## src/rtl/ex_unit.sv

```systemverilog
// ex_unit -- registered execution unit sitting between the reservation
// station and the CDB. Executes RV32I ALU/branch/jump ops in one cycle,
// RV32M multiplies in MUL_CYCLES cycles and divides/remainders in XLEN+1
// cycles. One operation in flight; the result is held until the CDB arbiter
// grants it. A ROB rollback (flush) discards whatever is in flight.
//
// Ports:
//   clk, rst        clock, asynchronous active-high reset
//   rdy             global enable; low freezes all state
//   flush           ROB rollback, discards the in-flight op and result
//   in_flag         RS issues an op this cycle
//   in_ready        unit can accept an op this cycle
//   in_code         6-bit op code (OP_* below)
//   in_v1, in_v2    register operands
//   in_a            immediate
//   in_pc           instruction PC
//   in_rob_id       destination ROB entry
//   out_valid       result available to the CDB
//   cdb_grant       arbiter consumes the result this cycle
//   out_rob_id      ROB entry of the result
//   out_val         writeback value
//   out_rel_pc      resolved next PC
module ex_unit #(
  parameter int XLEN       = 32,
  parameter int ROBW       = 4,
  parameter int MUL_CYCLES = 2
) (
  input  logic            clk,
  input  logic            rst,
  input  logic            rdy,
  input  logic            flush,
  input  logic            in_flag,
  output logic            in_ready,
  input  logic [5:0]      in_code,
  input  logic [XLEN-1:0] in_v1,
  input  logic [XLEN-1:0] in_v2,
  input  logic [XLEN-1:0] in_a,
  input  logic [XLEN-1:0] in_pc,
  input  logic [ROBW-1:0] in_rob_id,
  output logic            out_valid,
  input  logic            cdb_grant,
  output logic [ROBW-1:0] out_rob_id,
  output logic [XLEN-1:0] out_val,
  output logic [XLEN-1:0] out_rel_pc
);

  // Op code encodings shared with the decoder.
  localparam logic [5:0] OP_ADD    = 6'd0;
  localparam logic [5:0] OP_SUB    = 6'd1;
  localparam logic [5:0] OP_SLL    = 6'd2;
  localparam logic [5:0] OP_SLT    = 6'd3;
  localparam logic [5:0] OP_SLTU   = 6'd4;
  localparam logic [5:0] OP_XOR    = 6'd5;
  localparam logic [5:0] OP_SRL    = 6'd6;
  localparam logic [5:0] OP_SRA    = 6'd7;
  localparam logic [5:0] OP_OR     = 6'd8;
  localparam logic [5:0] OP_AND    = 6'd9;
  localparam logic [5:0] OP_ADDI   = 6'd10;
  localparam logic [5:0] OP_SLTI   = 6'd11;
  localparam logic [5:0] OP_SLTIU  = 6'd12;
  localparam logic [5:0] OP_XORI   = 6'd13;
  localparam logic [5:0] OP_ORI    = 6'd14;
  localparam logic [5:0] OP_ANDI   = 6'd15;
  localparam logic [5:0] OP_SLLI   = 6'd16;
  localparam logic [5:0] OP_SRLI   = 6'd17;
  localparam logic [5:0] OP_SRAI   = 6'd18;
  localparam logic [5:0] OP_LUI    = 6'd19;
  localparam logic [5:0] OP_AUIPC  = 6'd20;
  localparam logic [5:0] OP_JAL    = 6'd21;
  localparam logic [5:0] OP_JALR   = 6'd22;
  localparam logic [5:0] OP_BEQ    = 6'd23;
  localparam logic [5:0] OP_BNE    = 6'd24;
  localparam logic [5:0] OP_BLT    = 6'd25;
  localparam logic [5:0] OP_BGE    = 6'd26;
  localparam logic [5:0] OP_BLTU   = 6'd27;
  localparam logic [5:0] OP_BGEU   = 6'd28;
  localparam logic [5:0] OP_MUL    = 6'd32;
  localparam logic [5:0] OP_MULH   = 6'd33;
  localparam logic [5:0] OP_MULHSU = 6'd34;
  localparam logic [5:0] OP_MULHU  = 6'd35;
  localparam logic [5:0] OP_DIV    = 6'd36;
  localparam logic [5:0] OP_DIVU   = 6'd37;
  localparam logic [5:0] OP_REM    = 6'd38;
  localparam logic [5:0] OP_REMU   = 6'd39;

  localparam int CNT_W      = $clog2(XLEN + 1);
  // A single-cycle multiplier finishes on the accept edge like a simple op.
  localparam bit MUL_DIRECT = (MUL_CYCLES == 1);

  typedef enum logic [1:0] {S_IDLE, S_MUL, S_DIV, S_DONE} state_t;

  state_t            state;
  logic [CNT_W-1:0]  cnt;
  logic [5:0]        code_r;
  logic [XLEN-1:0]   v1_r;
  logic [XLEN-1:0]   v2_r;
  logic [XLEN-1:0]   quot_r;
  logic [XLEN-1:0]   rem_r;
  logic [XLEN-1:0]   dvs_r;

  logic              accept;
  logic              in_is_mul;
  logic              in_is_div;
  logic              in_signed_div;

  // Magnitude of a two's complement value when it is treated as signed.
  function automatic logic [XLEN-1:0] mag(input logic [XLEN-1:0] x,
                                          input logic            sgn);
    return (sgn && x[XLEN-1]) ? -x : x;
  endfunction

  // Sign fix-up and RISC-V corner cases applied to the unsigned quotient
  // and remainder. MIN / -1 falls out naturally: |MIN| / 1 = MIN, no negate.
  function automatic logic [XLEN-1:0] div_fixup(input logic [5:0]      code,
                                                input logic [XLEN-1:0] dvd,
                                                input logic [XLEN-1:0] dvs,
                                                input logic [XLEN-1:0] q_mag,
                                                input logic [XLEN-1:0] r_mag);
    logic            sgn;
    logic            want_rem;
    logic [XLEN-1:0] q;
    logic [XLEN-1:0] r;
    sgn      = (code == OP_DIV) || (code == OP_REM);
    want_rem = (code == OP_REM) || (code == OP_REMU);
    q = (sgn && (dvd[XLEN-1] ^ dvs[XLEN-1])) ? -q_mag : q_mag;
    r = (sgn && dvd[XLEN-1]) ? -r_mag : r_mag;
    if (dvs == '0) begin
      q = '1;
      r = dvd;
    end
    return want_rem ? r : q;
  endfunction

  assign in_ready      = (state == S_IDLE) || ((state == S_DONE) && cdb_grant);
  assign accept        = in_flag && in_ready && rdy && !flush;
  assign in_is_mul     = (in_code >= OP_MUL) && (in_code <= OP_MULHU);
  assign in_is_div     = (in_code >= OP_DIV) && (in_code <= OP_REMU);
  assign in_signed_div = (in_code == OP_DIV) || (in_code == OP_REM);

  // ---- single-cycle ALU / branch / jump on the issuing operands ----
  logic signed [XLEN-1:0] sv1;
  logic signed [XLEN-1:0] sv2;
  logic signed [XLEN-1:0] sa;
  logic [XLEN-1:0]        alu_val;
  logic [XLEN-1:0]        alu_rel;
  logic [XLEN-1:0]        pc4;
  logic [XLEN-1:0]        pc_tgt;
  logic [XLEN-1:0]        jalr_tgt;
  logic                   taken;

  always_comb begin
    sv1      = in_v1;
    sv2      = in_v2;
    sa       = in_a;
    pc4      = in_pc + XLEN'(4);
    pc_tgt   = in_pc + in_a;
    jalr_tgt = in_v1 + in_a;
    alu_val  = '0;
    taken    = 1'b0;
    unique case (in_code)
      OP_ADD:   alu_val = in_v1 + in_v2;
      OP_SUB:   alu_val = in_v1 - in_v2;
      OP_SLL:   alu_val = in_v1 << in_v2[4:0];
      OP_SLT:   alu_val = {{(XLEN-1){1'b0}}, sv1 < sv2};
      OP_SLTU:  alu_val = {{(XLEN-1){1'b0}}, in_v1 < in_v2};
      OP_XOR:   alu_val = in_v1 ^ in_v2;
      OP_SRL:   alu_val = in_v1 >> in_v2[4:0];
      OP_SRA:   alu_val = sv1 >>> in_v2[4:0];
      OP_OR:    alu_val = in_v1 | in_v2;
      OP_AND:   alu_val = in_v1 & in_v2;
      OP_ADDI:  alu_val = in_v1 + in_a;
      OP_SLTI:  alu_val = {{(XLEN-1){1'b0}}, sv1 < sa};
      OP_SLTIU: alu_val = {{(XLEN-1){1'b0}}, in_v1 < in_a};
      OP_XORI:  alu_val = in_v1 ^ in_a;
      OP_ORI:   alu_val = in_v1 | in_a;
      OP_ANDI:  alu_val = in_v1 & in_a;
      OP_SLLI:  alu_val = in_v1 << in_a[4:0];
      OP_SRLI:  alu_val = in_v1 >> in_a[4:0];
      OP_SRAI:  alu_val = sv1 >>> in_a[4:0];
      OP_LUI:   alu_val = in_a;
      OP_AUIPC: alu_val = pc_tgt;
      OP_JAL:   alu_val = pc4;
      OP_JALR:  alu_val = pc4;
      OP_BEQ:   taken   = (in_v1 == in_v2);
      OP_BNE:   taken   = (in_v1 != in_v2);
      OP_BLT:   taken   = (sv1 < sv2);
      OP_BGE:   taken   = (sv1 >= sv2);
      OP_BLTU:  taken   = (in_v1 < in_v2);
      OP_BGEU:  taken   = (in_v1 >= in_v2);
      default:  alu_val = '0;
    endcase
    if (in_code == OP_JAL)
      alu_rel = pc_tgt;
    else if (in_code == OP_JALR)
      alu_rel = {jalr_tgt[XLEN-1:1], 1'b0};
    else if (taken)
      alu_rel = pc_tgt;
    else
      alu_rel = pc4;
  end

  // ---- multiplier: operands sign/zero-extended to 2*XLEN, low bits kept ----
  logic [5:0]        mul_code;
  logic [XLEN-1:0]   mul_a;
  logic [XLEN-1:0]   mul_b;
  logic              mul_a_sgn;
  logic              mul_b_sgn;
  logic [2*XLEN-1:0] mul_a_ext;
  logic [2*XLEN-1:0] mul_b_ext;
  logic [2*XLEN-1:0] prod;
  logic [XLEN-1:0]   mul_res;

  always_comb begin
    mul_code  = MUL_DIRECT ? in_code : code_r;
    mul_a     = MUL_DIRECT ? in_v1   : v1_r;
    mul_b     = MUL_DIRECT ? in_v2   : v2_r;
    mul_a_sgn = (mul_code == OP_MULH) || (mul_code == OP_MULHSU);
    mul_b_sgn = (mul_code == OP_MULH);
    mul_a_ext = {{XLEN{mul_a_sgn & mul_a[XLEN-1]}}, mul_a};
    mul_b_ext = {{XLEN{mul_b_sgn & mul_b[XLEN-1]}}, mul_b};
    prod      = mul_a_ext * mul_b_ext;
    mul_res   = (mul_code == OP_MUL) ? prod[XLEN-1:0] : prod[2*XLEN-1:XLEN];
  end

  // ---- restoring divider step on magnitudes ----
  // rem_r[XLEN-1] set means the shifted partial remainder is >= 2^XLEN and
  // therefore certainly >= the divisor; the true difference always fits.
  logic [XLEN-1:0] rem_sh;
  logic            fits;
  logic [XLEN-1:0] rem_nx;
  logic [XLEN-1:0] quot_nx;
  logic [XLEN-1:0] div_res;

  always_comb begin
    rem_sh  = {rem_r[XLEN-2:0], quot_r[XLEN-1]};
    fits    = rem_r[XLEN-1] || (rem_sh >= dvs_r);
    rem_nx  = fits ? (rem_sh - dvs_r) : rem_sh;
    quot_nx = {quot_r[XLEN-2:0], fits};
    div_res = div_fixup(code_r, v1_r, v2_r, quot_nx, rem_nx);
  end

  // ---- operand / divider datapath registers ----
  always_ff @(posedge clk) begin
    if (accept) begin
      code_r <= in_code;
      v1_r   <= in_v1;
      v2_r   <= in_v2;
      quot_r <= mag(in_v1, in_signed_div);
      rem_r  <= '0;
      dvs_r  <= mag(in_v2, in_signed_div);
    end else if (rdy && !flush && (state == S_DIV)) begin
      quot_r <= quot_nx;
      rem_r  <= rem_nx;
    end
  end

  // ---- control FSM and registered result ----
  always_ff @(posedge clk or posedge rst) begin
    if (rst) begin
      state      <= S_IDLE;
      cnt        <= '0;
      out_valid  <= 1'b0;
      out_rob_id <= '0;
      out_val    <= '0;
      out_rel_pc <= '0;
    end else if (flush) begin
      state     <= S_IDLE;
      cnt       <= '0;
      out_valid <= 1'b0;
    end else if (rdy) begin
      if (accept) begin
        out_rob_id <= in_rob_id;
        out_rel_pc <= alu_rel;
        if (in_is_mul && MUL_DIRECT) begin
          out_val   <= mul_res;
          out_valid <= 1'b1;
          state     <= S_DONE;
        end else if (in_is_mul) begin
          cnt       <= CNT_W'(MUL_CYCLES - 1);
          out_valid <= 1'b0;
          state     <= S_MUL;
        end else if (in_is_div) begin
          cnt       <= CNT_W'(XLEN);
          out_valid <= 1'b0;
          state     <= S_DIV;
        end else begin
          out_val   <= alu_val;
          out_valid <= 1'b1;
          state     <= S_DONE;
        end
      end else begin
        unique case (state)
          S_MUL: begin
            cnt <= cnt - CNT_W'(1);
            if (cnt == CNT_W'(1)) begin
              out_val   <= mul_res;
              out_valid <= 1'b1;
              state     <= S_DONE;
            end
          end
          S_DIV: begin
            cnt <= cnt - CNT_W'(1);
            if (cnt == CNT_W'(1)) begin
              out_val   <= div_res;
              out_valid <= 1'b1;
              state     <= S_DONE;
            end
          end
          S_DONE: begin
            if (cdb_grant) begin
              out_valid <= 1'b0;
              state     <= S_IDLE;
            end
          end
          default: state <= S_IDLE;
        endcase
      end
    end
  end

endmodule
```

## config.mk

```make
export PLATFORM = sky130hd
export DESIGN_NAME = ex_unit
export DESIGN_NICKNAME = d
export VERILOG_FILES = /design/src/rtl/ex_unit.sv
export SDC_FILE = /design/constraint.sdc
export NUM_CORES = 2
export LEC_CHECK = 0
export BUFFER_PORTS_ARGS = -buffer_cell sky130_fd_sc_hd__buf_2
export CORE_MARGIN = 2
export CORE_UTILIZATION = 50
export DETAILED_ROUTE_END_ITERATION = 8
export PLACE_DENSITY = 0.64
export SYNTH_ARGS = -nofsm -noshare
export SYNTH_HDL_FRONTEND = slang
export SYNTH_SLANG_ARGS = --single-unit
```

## constraint.sdc

```tcl
create_clock -name clk -period 12.35 [get_ports clk]
set_input_delay 0.6175 -clock clk [delete_from_list [all_inputs] [get_ports clk]]
set_output_delay 0.6175 -clock clk [all_outputs]
set_load 0.01 [all_outputs]
```

==> implementation parameters <==
Parameter                              Value

Run status
  Outcome    completed

Synthesis
  Mapped Cells    between 8000 and 9000
  Area contributors post-synth    sky130_fd_sc_hd__fa_1 32%, sky130_fd_sc_hd__inv_1 7.3%, sky130_fd_sc_hd__ha_1 7.3%, sky130_fd_sc_hd__nand2_1 6.4%, sky130_fd_sc_hd__edfxtp_1 5.6%
  YS warnings    0
  Number of enable-type register cells in the synthesized netlist    133
  Compound-Gate Fraction of Synth Area    14.8%
  Share of synthesized cell area in and, or, nand and nor gates    between 10% and 20%
  Xor/xnor share of the synthesized area    approximately 4%
  Predominant post-synthesis flop cell    sky130_fd_sc_hd__edfxtp_1
  Post-synth top area share    roughly a third
  Dominant combinational cell family by area after synthesis    adder cells
  Synth unique cells    108
  Fraction of synthesis flops using an asynchronous set or reset pin    a little under a third
  Most used standard cell by instance count after synthesis    sky130_fd_sc_hd__inv_1
  Biggest area consumer among synthesized cells    sky130_fd_sc_hd__fa_1
  Most instantiated cells after synthesis    1385 x sky130_fd_sc_hd__inv_1, 1216 x sky130_fd_sc_hd__nand2_1, 1130 x sky130_fd_sc_hd__fa_1
  Sequential-to-total area share from yosys stat    just over 9%
  Number of register bits inferred by synthesis    242
  Net Count, Synth    approximately 10000
  Post-synthesis mux area share    about 5.2%
  Total standard cell area after synthesis    approximately 0.071 mm2
  Syn avg cell area    about 8.3 um2
  Post-synthesis share of cell area spent on full adders, half adders and majority gates    39.2%

GRT
  GR Layer Usage met2    64.8%
  Total global-route track usage    45.3%
  Wire length of the first global-routing pass    about 480 mm
  Layer with the highest usage    met2
  Antenna violations before repair    56
  Maximum number of pins on one net before global-route repair    60
  Overflow left after global routing    0
  Via count of the first global-routing pass    about 67000
  Global-route met1 utilization    roughly three fifths
  GR Util met3    between 10% and 20%

Final layout
  Final core area utilization    between 50% and 60%
  Share of post-route cells with drive strength above 1    7.94%
  Final cell count without fillers    ~10000
  Synthesis-to-finish area growth    6.08%
  Number of nets in the finished design    10200

Worst setup path
  Critical path startpoint category    register
  Maximum net fanout on the critical path    31
  Arrival time of the worst setup path    11.12 ns
  Crit-path most repeated cell    sky130_fd_sc_hd__fa_1
  Category of the worst setup path capture point    register
  Worst setup path category    reg -> reg
  Standard cell with the maximum stage delay on the critical path    sky130_fd_sc_hd__a2111oi_0
  Data required time at the worst endpoint    about 13 ns
  Slowest cell delay on critical path    about 1.1 ns

Place
  Final weighted congestion of routability-driven global placement    around 1.1
  Placed cell count    approximately 10000
  HPWL reported at the end of detailed placement    ~260 mm
  Input/output buffers    around 210

Route
  Detail Route Antenna Nets    0
  Post-detailed-route wirelength per cell    about 32 um
  DRC viols    0
  Router iterations before antenna repair    6
  Routed via count divided by cell count    6.46
  Number of vias in the routed layout    between 60000 and 70000
  Total wire length after detailed routing    between 300 and 400 mm
  Number of DRC violations after detailed-routing iteration 0    8918

Timing
  Setup repair after global routing missed its margin    no
  Slew Viols, Final    0
  FMAX    about 94 MHz
  Period utilization    85.7%
  Setup clock skew after layout    between 0.09 and 0.1 ns
  Min Tclk post-route    roughly 11 ns
  TNS Setup    0 ns
  Transition time at the pin with the least slew margin    1.31 ns
  Final-report hold violation count    0
  Headroom to the max-slew limit    approximately a tenth
  Finish-stage setup viols    0

Clock network
  Root cell of the clock tree    sky130_fd_sc_hd__clkbuf_16
  Number of buffers on the longest clock path    3
  Total of cells resized after clock tree synthesis    0
  Number of clock buffers inserted by TritonCTS    37
  Number of buffers inserted for hold repair after clock tree synthesis    0
  Clock Sink Count    roughly 240
  Clock H-tree levels    2
  Clock latency at the later pin of the worst-skew pair    0.69 ns
  CTS tree    done
  Clock-pin slew reported for the worst setup and hold paths after clock tree synthesis    0.07 ns
  Setup repair bufs after CTS    0

Min path
  Worst min-delay path class    in -> async

Die
  Die boundary height    ~380 um
  Die W    approximately 380 um
  Row count    approximately 140
  Core Region    ~0.14 mm2
  Boundary pin count    ~210
  Total die area    between 0.1 and 0.15 mm2
  Initial Utilization    50.2%

Run
  Max-cap violations    0
area by class of cell:
cell class | instances | area, um2
diodes | 20 | 50.0
clock buffers | 41 | 962
clock inverters | 27 | 243
fillers | 13500 | 66000
inverters | 1386 | 5210
multi-input cells | 6366 | 57100
flip-flops and latches | 242 | 6560
well taps | 1890 | 2360
repair buffers | 431 | 2700
layout by cell type (no fill, tap or decap), types with 22 or more instances in the layout:
cell type                      n
sky130_fd_sc_hd__a21oi_1     445
sky130_fd_sc_hd__buf_4       218
sky130_fd_sc_hd__inv_1      1383
sky130_fd_sc_hd__edfxtp_1    133
sky130_fd_sc_hd__a31oi_1      80
sky130_fd_sc_hd__fa_1       1130
sky130_fd_sc_hd__buf_2       213
sky130_fd_sc_hd__nor2b_1      46
sky130_fd_sc_hd__a211o_1      23
sky130_fd_sc_hd__nor3_1      116
sky130_fd_sc_hd__xnor2_1     225
sky130_fd_sc_hd__nand2b_1     55
sky130_fd_sc_hd__o21ai_0     350
sky130_fd_sc_hd__and3_1       40
sky130_fd_sc_hd__o22ai_1      39
sky130_fd_sc_hd__ha_1        413
sky130_fd_sc_hd__o31ai_1      43
sky130_fd_sc_hd__mux4_2       73
sky130_fd_sc_hd__nor4_1       35
sky130_fd_sc_hd__nor2_1      438
sky130_fd_sc_hd__dfxtp_1      32
sky130_fd_sc_hd__dfrtp_1      77
sky130_fd_sc_hd__xor2_1      100
sky130_fd_sc_hd__a211oi_1     75
sky130_fd_sc_hd__mux2i_1     172
sky130_fd_sc_hd__nand4_1      55
sky130_fd_sc_hd__a221oi_1     41
sky130_fd_sc_hd__o21a_1       36
sky130_fd_sc_hd__nand3_1     124
sky130_fd_sc_hd__a221o_1      22
sky130_fd_sc_hd__clkbuf_16    38
sky130_fd_sc_hd__a21o_1       76
sky130_fd_sc_hd__o21bai_1     38
sky130_fd_sc_hd__nand2_1    1215
sky130_fd_sc_hd__and2_1      335
sky130_fd_sc_hd__or2_2        23
sky130_fd_sc_hd__o211ai_1     56
sky130_fd_sc_hd__o221ai_1     55
sky130_fd_sc_hd__or3_1        29
state kept, by name, indices dropped and copies added (netlist names):
register    count
cnt             6
code_r          6
dvs_r          31
mul_a          32
mul_b          32
out_rel_pc     32
out_rob_id      4
out_val        32
out_valid       1
quot_r         32
rem_r          32
state           2
worst max-delay path, delay by kind of cell (launching register included):
kind	cells	cell delay (ns)
adders and majority gates	9	5.02
AOI/OAI and AO/OA	5	1.97
and+or+nand+nor	9	1.63
buffers and inverters	6	1.36
DFF	1	0.36
muxes	1	0.15
through the flow:
stage / setup WS [ns] / area (um2) / hold WS [ns]
2_1_floorplan: 3.48 / 70900 / 0.426
3_5_place_dp: 1.86 / 74000 / 0.455
6_report: 1.76 / 75200 / 0.0472
5_1_grt: 1.26 / 75200 / 0.0694
3_3_place_gp: 2.26 / 74000 / 0.445
4_1_cts: 1.88 / 75200 / 0.0411
cell families (layout without fill, tap and decap cells):
kind of cell             count (synthesis)  count (layout)
multiplexers                           270             270
adder cells (fa/ha/maj)               1543            1543
flip-flops                             242             242
buffers and inverters                 1935            1885
XOR/XNOR                               325             325
other                                    0              20
AO/OA/AOI/OAI                         1612            1612
AND/OR/NAND/NOR                       2616            2616
layer usage:
metal | vias to the layer above | share of wire (%)
li1 | 27800 | -
met1 | 33600 | 39
met2 | 4655 | 41
met3 | 1021 | 13
met4 | 44 | 7.0
met5 | - | 0.10
path summary, 6_finish.rpt:
kind / startpoint / to / slack, ns / cells after the start
max in group asynchronous: rst / out_rel_pc[10] / 11.07 / 3
hold reg to reg: rem_r[31] / rem_r[31] / 0.47 / 2
hold / removal: rst / out_val[0] / 0.05 / 2
setup / recovery: code_r[3] / out_val[28] / 1.76 / 30
setup reg to reg: code_r[3] / out_val[28] / 1.76 / 30
min in group clk: in_rob_id[2] / out_rob_id[2] / 0.20 / 3
Power is not shown: default switching activity piles up to over one toggle a cycle in this logic, so the estimate is an artifact.
